File: src/rtl/versatile_mem_ctrl_wb_master.sv
// Wishbone B3 burst initiator for one controller port. It executes block read/write commands and
// packs CTI/BTE/WE into the address word and SEL into the data word.
module versatile_mem_ctrl_wb_master #(
    parameter int unsigned timeout = 255,
    parameter int unsigned max_len = 16
) (
    input  logic        wb_clk,
    input  logic        wb_rst,
    input  logic        cmd_valid,
    output logic        cmd_ready,
    input  logic        cmd_we,
    input  logic [29:0] cmd_adr,
    input  logic [4:0]  cmd_len,
    input  logic [1:0]  cmd_bte,
    input  logic [3:0]  cmd_sel,
    input  logic [31:0] wr_data,
    input  logic        wr_valid,
    output logic        wr_ready,
    output logic [31:0] rd_data,
    output logic        rd_valid,
    output logic        done_o,
    output logic        err_o,
    output logic [35:0] wb_adr_o,
    output logic [35:0] wb_dat_o,
    output logic        wb_cyc_o,
    output logic        wb_stb_o,
    input  logic [31:0] wb_dat_i,
    input  logic        wb_ack_i,
    output logic [1:0]  state_o
);
    typedef enum logic [1:0] {IDLE = 2'd0, RUN = 2'd1, DONE = 2'd2} state_t;

    localparam logic [7:0] TMO_LIM = 8'(timeout);
    localparam logic [4:0] MAX_LEN = 5'(max_len);

    state_t      state_q;
    logic        we_q, hold_valid_q, err_q;
    logic [29:0] adr_q;
    logic [4:0]  len_q, ack_cnt_q, req_cnt_q;
    logic [1:0]  bte_q;
    logic [3:0]  sel_q;
    logic [31:0] hold_q;
    logic [7:0]  tmo_q;

    logic        run, ack, last, wr_take;
    logic [2:0]  cti;
    logic [1:0]  bte_f;
    logic [4:0]  len_eff;

    // Handshakes: cmd, wr and the bus beat each transfer exactly on a cycle where
    // valid and ready (stb and ack) are both high at the rising clock edge.
    assign run      = (state_q == RUN);
    assign wb_cyc_o = run;
    assign wb_stb_o = run & (we_q ? hold_valid_q : 1'b1);
    assign ack      = wb_stb_o & wb_ack_i;
    assign last     = (ack_cnt_q == len_q - 5'd1);
    assign wr_ready = run & we_q & (req_cnt_q < len_q) & (~hold_valid_q | wb_ack_i);
    assign wr_take  = wr_valid & wr_ready;
    assign rd_valid = run & ~we_q & wb_ack_i;
    assign rd_data  = wb_dat_i;
    assign cmd_ready = (state_q == IDLE);
    assign done_o   = (state_q == DONE);
    assign err_o    = (state_q == DONE) & err_q;
    assign state_o  = state_q;

    assign cti      = (len_q == 5'd1) ? 3'b000 : (last ? 3'b111 : 3'b010);
    assign bte_f    = (len_q == 5'd1) ? 2'b00 : bte_q;
    assign wb_adr_o = wb_cyc_o ? {adr_q, we_q, bte_f, cti} : 36'd0;
    assign wb_dat_o = wb_cyc_o ? {hold_q, sel_q} : 36'd0;

    always_comb begin
        len_eff = cmd_len;
        if (cmd_len == 5'd0) len_eff = 5'd1;
        else if (cmd_len > MAX_LEN) len_eff = MAX_LEN;
    end

    // Wrapping bursts only advance the low bits; the block base stays fixed.
    function automatic logic [29:0] next_adr(input logic [29:0] a, input logic [1:0] b);
        logic [29:0] n;
        n = a + 30'd1;
        case (b)
            2'b01:   n = {a[29:2], a[1:0] + 2'd1};
            2'b10:   n = {a[29:3], a[2:0] + 3'd1};
            2'b11:   n = {a[29:4], a[3:0] + 4'd1};
            default: n = a + 30'd1;
        endcase
        return n;
    endfunction

    always_ff @(posedge wb_clk or negedge wb_rst) begin
        if (!wb_rst) begin
            state_q      <= IDLE;
            we_q         <= 1'b0;
            hold_valid_q <= 1'b0;
            err_q        <= 1'b0;
            adr_q        <= '0;
            len_q        <= '0;
            ack_cnt_q    <= '0;
            req_cnt_q    <= '0;
            bte_q        <= '0;
            sel_q        <= '0;
            hold_q       <= '0;
            tmo_q        <= '0;
        end else begin
            case (state_q)
                IDLE: begin
                    err_q <= 1'b0;
                    if (cmd_valid) begin
                        we_q         <= cmd_we;
                        adr_q        <= cmd_adr;
                        len_q        <= len_eff;
                        bte_q        <= cmd_bte;
                        sel_q        <= cmd_sel;
                        ack_cnt_q    <= '0;
                        req_cnt_q    <= '0;
                        tmo_q        <= '0;
                        hold_valid_q <= 1'b0;
                        state_q      <= RUN;
                    end
                end
                RUN: begin
                    if (wr_take) begin
                        hold_q       <= wr_data;
                        hold_valid_q <= 1'b1;
                        req_cnt_q    <= req_cnt_q + 5'd1;
                    end else if (ack) begin
                        hold_valid_q <= 1'b0;
                    end
                    // Timeout only runs while a beat is actually offered to the slave.
                    if (ack) begin
                        ack_cnt_q <= ack_cnt_q + 5'd1;
                        adr_q     <= next_adr(adr_q, bte_q);
                        tmo_q     <= '0;
                        if (last) state_q <= DONE;
                    end else if (wb_stb_o) begin
                        if (tmo_q == TMO_LIM) begin
                            err_q   <= 1'b1;
                            state_q <= DONE;
                        end else begin
                            tmo_q <= tmo_q + 8'd1;
                        end
                    end
                end
                DONE:    state_q <= IDLE;
                default: state_q <= IDLE;
            endcase
        end
    end
endmodule

File: config.mk
export PLATFORM = sky130hd
export DESIGN_NAME = versatile_mem_ctrl_wb_master
export DESIGN_NICKNAME = d
export VERILOG_FILES = /design/src/rtl/versatile_mem_ctrl_wb_master.sv
export SDC_FILE = /design/constraint.sdc
export NUM_CORES = 1
export LEC_CHECK = 0
export CORE_MARGIN = 2
export CORE_UTILIZATION = 40
export CTS_CLUSTER_SIZE = 14
export DETAILED_ROUTE_END_ITERATION = 7
export PLACE_DENSITY = 0.77
export SLEW_MARGIN = 20
export SYNTH_ARGS = -nofsm -noshare
export SYNTH_HDL_FRONTEND = slang
export SYNTH_SLANG_ARGS = --single-unit
export TNS_END_PERCENT = 100
File: constraint.sdc
create_clock -name wb_clk -period 2.1 [get_ports wb_clk]
set_clock_uncertainty 0.2 [all_clocks]
set_input_delay 0.21 -clock wb_clk [delete_from_list [all_inputs] [get_ports wb_clk]]
set_output_delay 0.21 -clock wb_clk [all_outputs]
set_load 0.1 [all_outputs]
# After elaboration in Yosys (flattened, before gate mapping)
# Cells that the tools add are included.
dict set report totals {
  regBits 96
  inputBits 111
  out_inout_bits 113
  wordCells 109
}
dict set report classes {
  n_addsub 8
  n_lt_le_gt_ge 2
  eq_ne 22
  n_mux 36
  n_bitwise 12
  n_reduce_logical 14
}
# op count
set ops {}
lappend ops {{$pmux 30 s3} 1}
lappend ops {{$mux 36} 2}
lappend ops {{$mux 30} 2}
lappend ops {{$pmux 30 s2} 1}
lappend ops {{$mux 8} 4}
lappend ops {{$add 30x1->30 const B} 1}
lappend ops {{$mux 5} 5}
lappend ops {{$pmux 5 s2} 2}
lappend ops {{$pmux 8 s2} 1}
lappend ops {{$reduce_and 4->1} 4}
lappend ops {{$mux 2} 6}
lappend ops {{$add 5x1->5 const B} 2}
lappend ops {{$ne 2x2->1 const B} 5}
lappend ops {{$and 1x1->1} 9}
lappend ops {{$ne 3x1->1 const B} 3}
lappend ops {{$reduce_and 3->1} 3}
lappend ops {{$add 8x1->8 const B} 1}
lappend ops {{$eq 8x8->1 const B} 1}
lappend ops {{$ne 2x1->1 const B} 4}
lappend ops {{$mux 1} 7}
lappend ops {{$eq 2x2->1 const B} 3}
lappend ops {{$mux 3} 2}
lappend ops {{$reduce_and 6->1} 1}
lappend ops {{$eq 5x1->1 const B} 1}
lappend ops {{19 further kinds} 23}

# Longest topological paths before layout
dict set report logic_depth {
  depth_word 7
  ltp_mapped 9
  mapped_depth_nobuf 7
}

# Least setup slack after synthesis
# OpenSTA, ideal clock, no wires.
dict set report synth_timing {
  kind {register to output}
  startpoint {register state_q[0] (netlist: state_o[0])}
  endpoint {output port wb_adr_o[2]}
  arrival_ps 4615
  required_ps 1690
  path_slack_ps -2925
  stages_incl_launch_ff 8
  n_path_buf 4
  cell_sequence {dfrtp_1 buf_2 nand2b_1 clkbuf_1 clkbuf_1 a31oi_1 and2_1 buf_4}
}
dict set report synth_via {
  elab_chain_len 2
}
# item line_no
set synth_rtl {}
lappend synth_rtl {{from (decl)} 36} ;# state_t state_q;
lappend synth_rtl {{from (signal assigned)} 92} ;# state_q <= IDLE;
lappend synth_rtl {{from (signal assigned)} 118} ;# state_q <= RUN;
lappend synth_rtl {{from (signal assigned)} 134} ;# if (last) state_q <= DONE;
lappend synth_rtl {{$eq 2x1->1} 52} ;# assign run = (state_q == RUN);
lappend synth_rtl {{$mux 36} 68} ;# assign wb_adr_o = wb_cyc_o ? {adr_q, we_q, bte_f, cti} : 36'd0;
lappend synth_rtl {{to (decl)} 23} ;# output logic [35:0] wb_adr_o,
# Every way passes these cells.

# Final worst setup path
dict set report layout_timing {
  startpoint {register len_q[4]}
  endpoint {register hold_q[21]}
}
dict set report layout_via {
  elab_chain_len 5
}
# item line_no
set layout_rtl {}
lappend layout_rtl {{from (decl)} 39} ;# logic [4:0] len_q, ack_cnt_q, req_cnt_q;
lappend layout_rtl {{from (signal assigned)} 111} ;# len_q <= len_eff;
lappend layout_rtl {{$lt 5x5->1} 57} ;# assign wr_ready = run & we_q & (req_cnt_q < len_q) & (~hold_valid_q | wb_ack_i);
lappend layout_rtl {{$and 1x1->1 (2 in series)} 57}
lappend layout_rtl {{$and 1x1->1} 58} ;# assign wr_take = wr_valid & wr_ready;
lappend layout_rtl {{$reduce_and 2->1 (no line)} --}
lappend layout_rtl {{to (signal assigned)} 123} ;# hold_q <= wr_data;
lappend layout_rtl {{to (decl)} 42} ;# logic [31:0] hold_q;
# Every way passes these cells.
# A chain may end at the register's enable or synchronous reset.

==> reports/metrics.cfg <==
[outcome]
status=finished, violations left
violations=negative setup slack

[synth]
synth_area_per_cell_um2=8.98
syn-instance-count=646
synth_nets=767
synthDominantAreaCellType=dfrtp_1
yosys_register_bits=96
yosysSeqAreaShare=0.414
synth-async-reset-ratio=1.00
synth_top_area_frac=0.414
synth.yosys.warnings=0
mappedNetlistArea_um2=5800
ys_dominant_reg_cell=dfrtp_1
post_synth_edffs=0
yosysUniqueCellTypes=57
ys_top_cells_by_area=dfrtp_1, and2_1, mux2_2

[sta]
timing.final.crit_period_ns=2.57
fin_hold_ws_ns=0.180
highest_attainable_clock_frequency_ghz=0.389
grt_setup_unrepaired=true
setup_violating_endpoint_count_in_the_final_report=139
final_min_period_over_clock_period=1.22
finalMaxSlewViolations=0
worst_slew_margin_rel=0.624
finalWorstSetupSlack_ns=-0.471
worst-slew-pin-transition_ns=0.563
timing_hold_violations_final=0

[clocking]
cts_buffers=9
htree_levels=3
clock_sinks=96
tritoncts_clock_tree=done
cts.path.max_buffers=2
cts-root-buf=clkbuf_16
cts.reportedPaths.clkPinSlew_ns=0.07
clock_insertion_delay_worst_skew_ns=0.36

[setup_path]
worst-r2r-cell-count=9
r2r_slack_ns=-0.47
number_of_gates_on_the_worst_path_with_buffers_counted=9
critical_path.n_buffers_inverters=4
start_to_end_type_of_the_worst_setup_path=register to register
r2r_path_end=hold_q[21]$_DFFE_PN0P_
worstPathRequired_ns=2.14
critical-path-max-stage-delay_ns=0.42
critPathLaunch=len_q[4]$_DFFE_PN0P_
crit_slowest_cell=dfrtp_1
critical-path-top-delay-family=buffers and inverters
critical_path.endpoint_type=register
critPathLaunchType=register
worst_setup_path_endpoint=hold_q[21]$_DFFE_PN0P_
worstPathMaxFanout=4
crit-reg2reg-launch=len_q[4]$_DFFE_PN0P_
critPathArrivalTime_ns=2.61
path_cells=inv_1 > ha_4 > a21oi_2 > nand3_4 > a311oi_4 > buf_6 > buf_12 > clkbuf_16 > mux2_2

[global_route]
grt_util_all_layers=0.274
first_pass_grt_wire_length_mm=33.9
grt_antenna_before_repair=0
grt_max_degree=39
globalRouteOverflowTotal=0
first_global_vias=6200

[floorplanning]
die_area_um2=15500
start_util=0.413
floorplan.die.height_um=124
std_cell_rows=43
boundaryPins=224
die_width_um=124
core_area_um2=14000

[job]
drv.max_cap_violation_count=0

[finish]
insertedDiodeCount=0
seqCellArea_um2=2420
post_route_cells_drive_above_1_share=0.500
layout.filler_cells=725
synthToLayoutAreaGrowth_pct=89.5
net_count_of_the_finished_layout=1020
multi_input_gate_area_in_the_final_layout_um2=3840
stdcell_area_um2=11000
finish.utilization=0.782

[detailed_routing]
highest-signal-layer=met4
detail_route.wl_per_cell_um=24.9
firstDrtPassIters=7
post-route-drc-count=0
drtAntennaViolNets=0
wl_met2_mm=13.7
detailroute.wirelength.met3_mm=1.96
routed-via-count=6776
routed_wl_mm=27.0
drt_iter0_markers=907
drt-met1-wl_mm=9.52
route.detailed.vias_per_inst=6.25

[placement]
buffer_ports.inserted=159
hpwl_mm=13.3
dp_worst_setup_slack_ns=-0.352
placedInstanceArea_um2=8850
globalplace.congestion=0.902

[worst_hold_path]
hold_path_class=primary input to async pin

synthesized netlist by cell type, types with 4 or more instances:
| cell type | instances |
|---|---|
| dfrtp_1 | 96 |
| nand2_1 | 77 |
| and2_1 | 67 |
| o21ai_0 | 42 |
| nor2_1 | 35 |
| buf_4 | 34 |
| mux2_2 | 32 |
| a21oi_1 | 30 |
| clkbuf_1 | 26 |
| nand3_1 | 24 |
| a31oi_1 | 16 |
| inv_1 | 14 |
| nor3_1 | 14 |
| and3_1 | 11 |
| ha_1 | 10 |
| a41oi_1 | 7 |
| buf_2 | 7 |
| nand4_1 | 7 |
| nor2b_1 | 7 |
| xnor2_1 | 7 |
| a32oi_1 | 5 |
| nor3b_1 | 5 |
| o31ai_1 | 5 |
| a22oi_1 | 4 |
| nand2b_1 | 4 |
| nand3b_1 | 4 |
cell type report:
type	instances	area share
Timing Repair Buffer	311	0.377
Inverter	14	0.00695
Sequential cell	96	0.220
Tap cell	180	0.0205
Multi-Input combinational cell	467	0.349
Clock inverter	2	0.00114
Clock buffer	14	0.0249
worst register-to-register path, delay by kind of cell (launching register included):
family | cells | cell delay, ns
AO/OA/AOI/OAI | 2 | 0.55
adder cells (fa/ha/maj) | 1 | 0.24
buffers and inverters | 4 | 0.59
flip-flops | 1 | 0.42
multiplexers | 1 | 0.34
AND/OR/NAND/NOR | 1 | 0.12
worst min-delay path by stage:
stage                                           to  slack [ns]  cells after the start  startpoint
final                        adr_q[19]$_DFFE_PN0P_        0.18                      2      wb_rst
after global routing              we_q$_DFFE_PN0P_        0.21                      3      cmd_we
after CTS                    adr_q[19]$_DFFE_PN0P_        0.19                      2      wb_rst
after detailed placement      adr_q[6]$_DFFE_PN0P_        0.01                      1      wb_rst
after global placement        adr_q[6]$_DFFE_PN0P_       0.004                      1      wb_rst
after floorplan           ack_cnt_q[0]$_DFFE_PN0P_       -0.29                      0      wb_rst
metal layers:
metal	track usage	vias up
met4	0.114	0
met2	0.477	504
met5	0	-
met1	0.330	3321
met3	0.0554	181
li1	-	2770
flip-flops by register name (all words and copies together), names as in the netlist:
| signal | flops |
|---|---|
| adr_q | 30 |
| hold_valid_q | 1 |
| sel_q | 4 |
| hold_q | 32 |
| state_o | 2 |
| err_q | 1 |
| ack_cnt_q | 5 |
| bte_q | 2 |
| req_cnt_q | 5 |
| we_q | 1 |
| len_q | 5 |
| tmo_q | 8 |
timing repair:
item | in CTS | in global routing
endpoints found under the hold margin | 34 | 0
buffers inserted | 31 | 47
resized for setup | 78 | 154
endpoints found under the setup margin | 116 | 141
pin swaps | 34 | 40
hold buffers | 1 | 0
cloned | 13 | 7
cell families (layout without fill, tap and decap cells):
family / count (synthesis) / count (layout) / share of synthesized area
xor+xnor: 7 / 7 / 0.0106
flops: 96 / 96 / 0.414
mux: 35 / 35 / 0.0675
fa+ha+maj: 10 / 10 / 0.0216
buf+inv: 83 / 341 / 0.0775
simple gates: 281 / 281 / 0.264
compound gates: 134 / 134 / 0.145
stage by stage:
step	instances	setup TNS, ns
after floorplan	646	-39.47
after global placement	981	-7.12
after detailed placement	981	-12.01
after CTS	1042	-16.10
after global routing	1084	-34.26
final	1084	-30.50
cells in the final DEF (no fill, tap or decap), drive strengths merged, types with 4 or more instances in the layout:
cell type and count:
buf 227, dfrtp 96, nand2 78, clkdlybuf4s50 77, and2 67, o21ai 44, nor2 35, mux2 33
a21oi 30, nand3 26, clkbuf 20, a31oi 16, nor3 14, inv 12, and3 11, ha 10
nand4 9, xnor2 7, nor2b 7, a41oi 7, a32oi 5, o31ai 5, nor3b 5, nor4 5
nand3b 4, a22oi 4, nand2b 4
Power of run 1 is not shown: default switching activity piles up to over one toggle a cycle in this logic, so the estimate is an artifact.
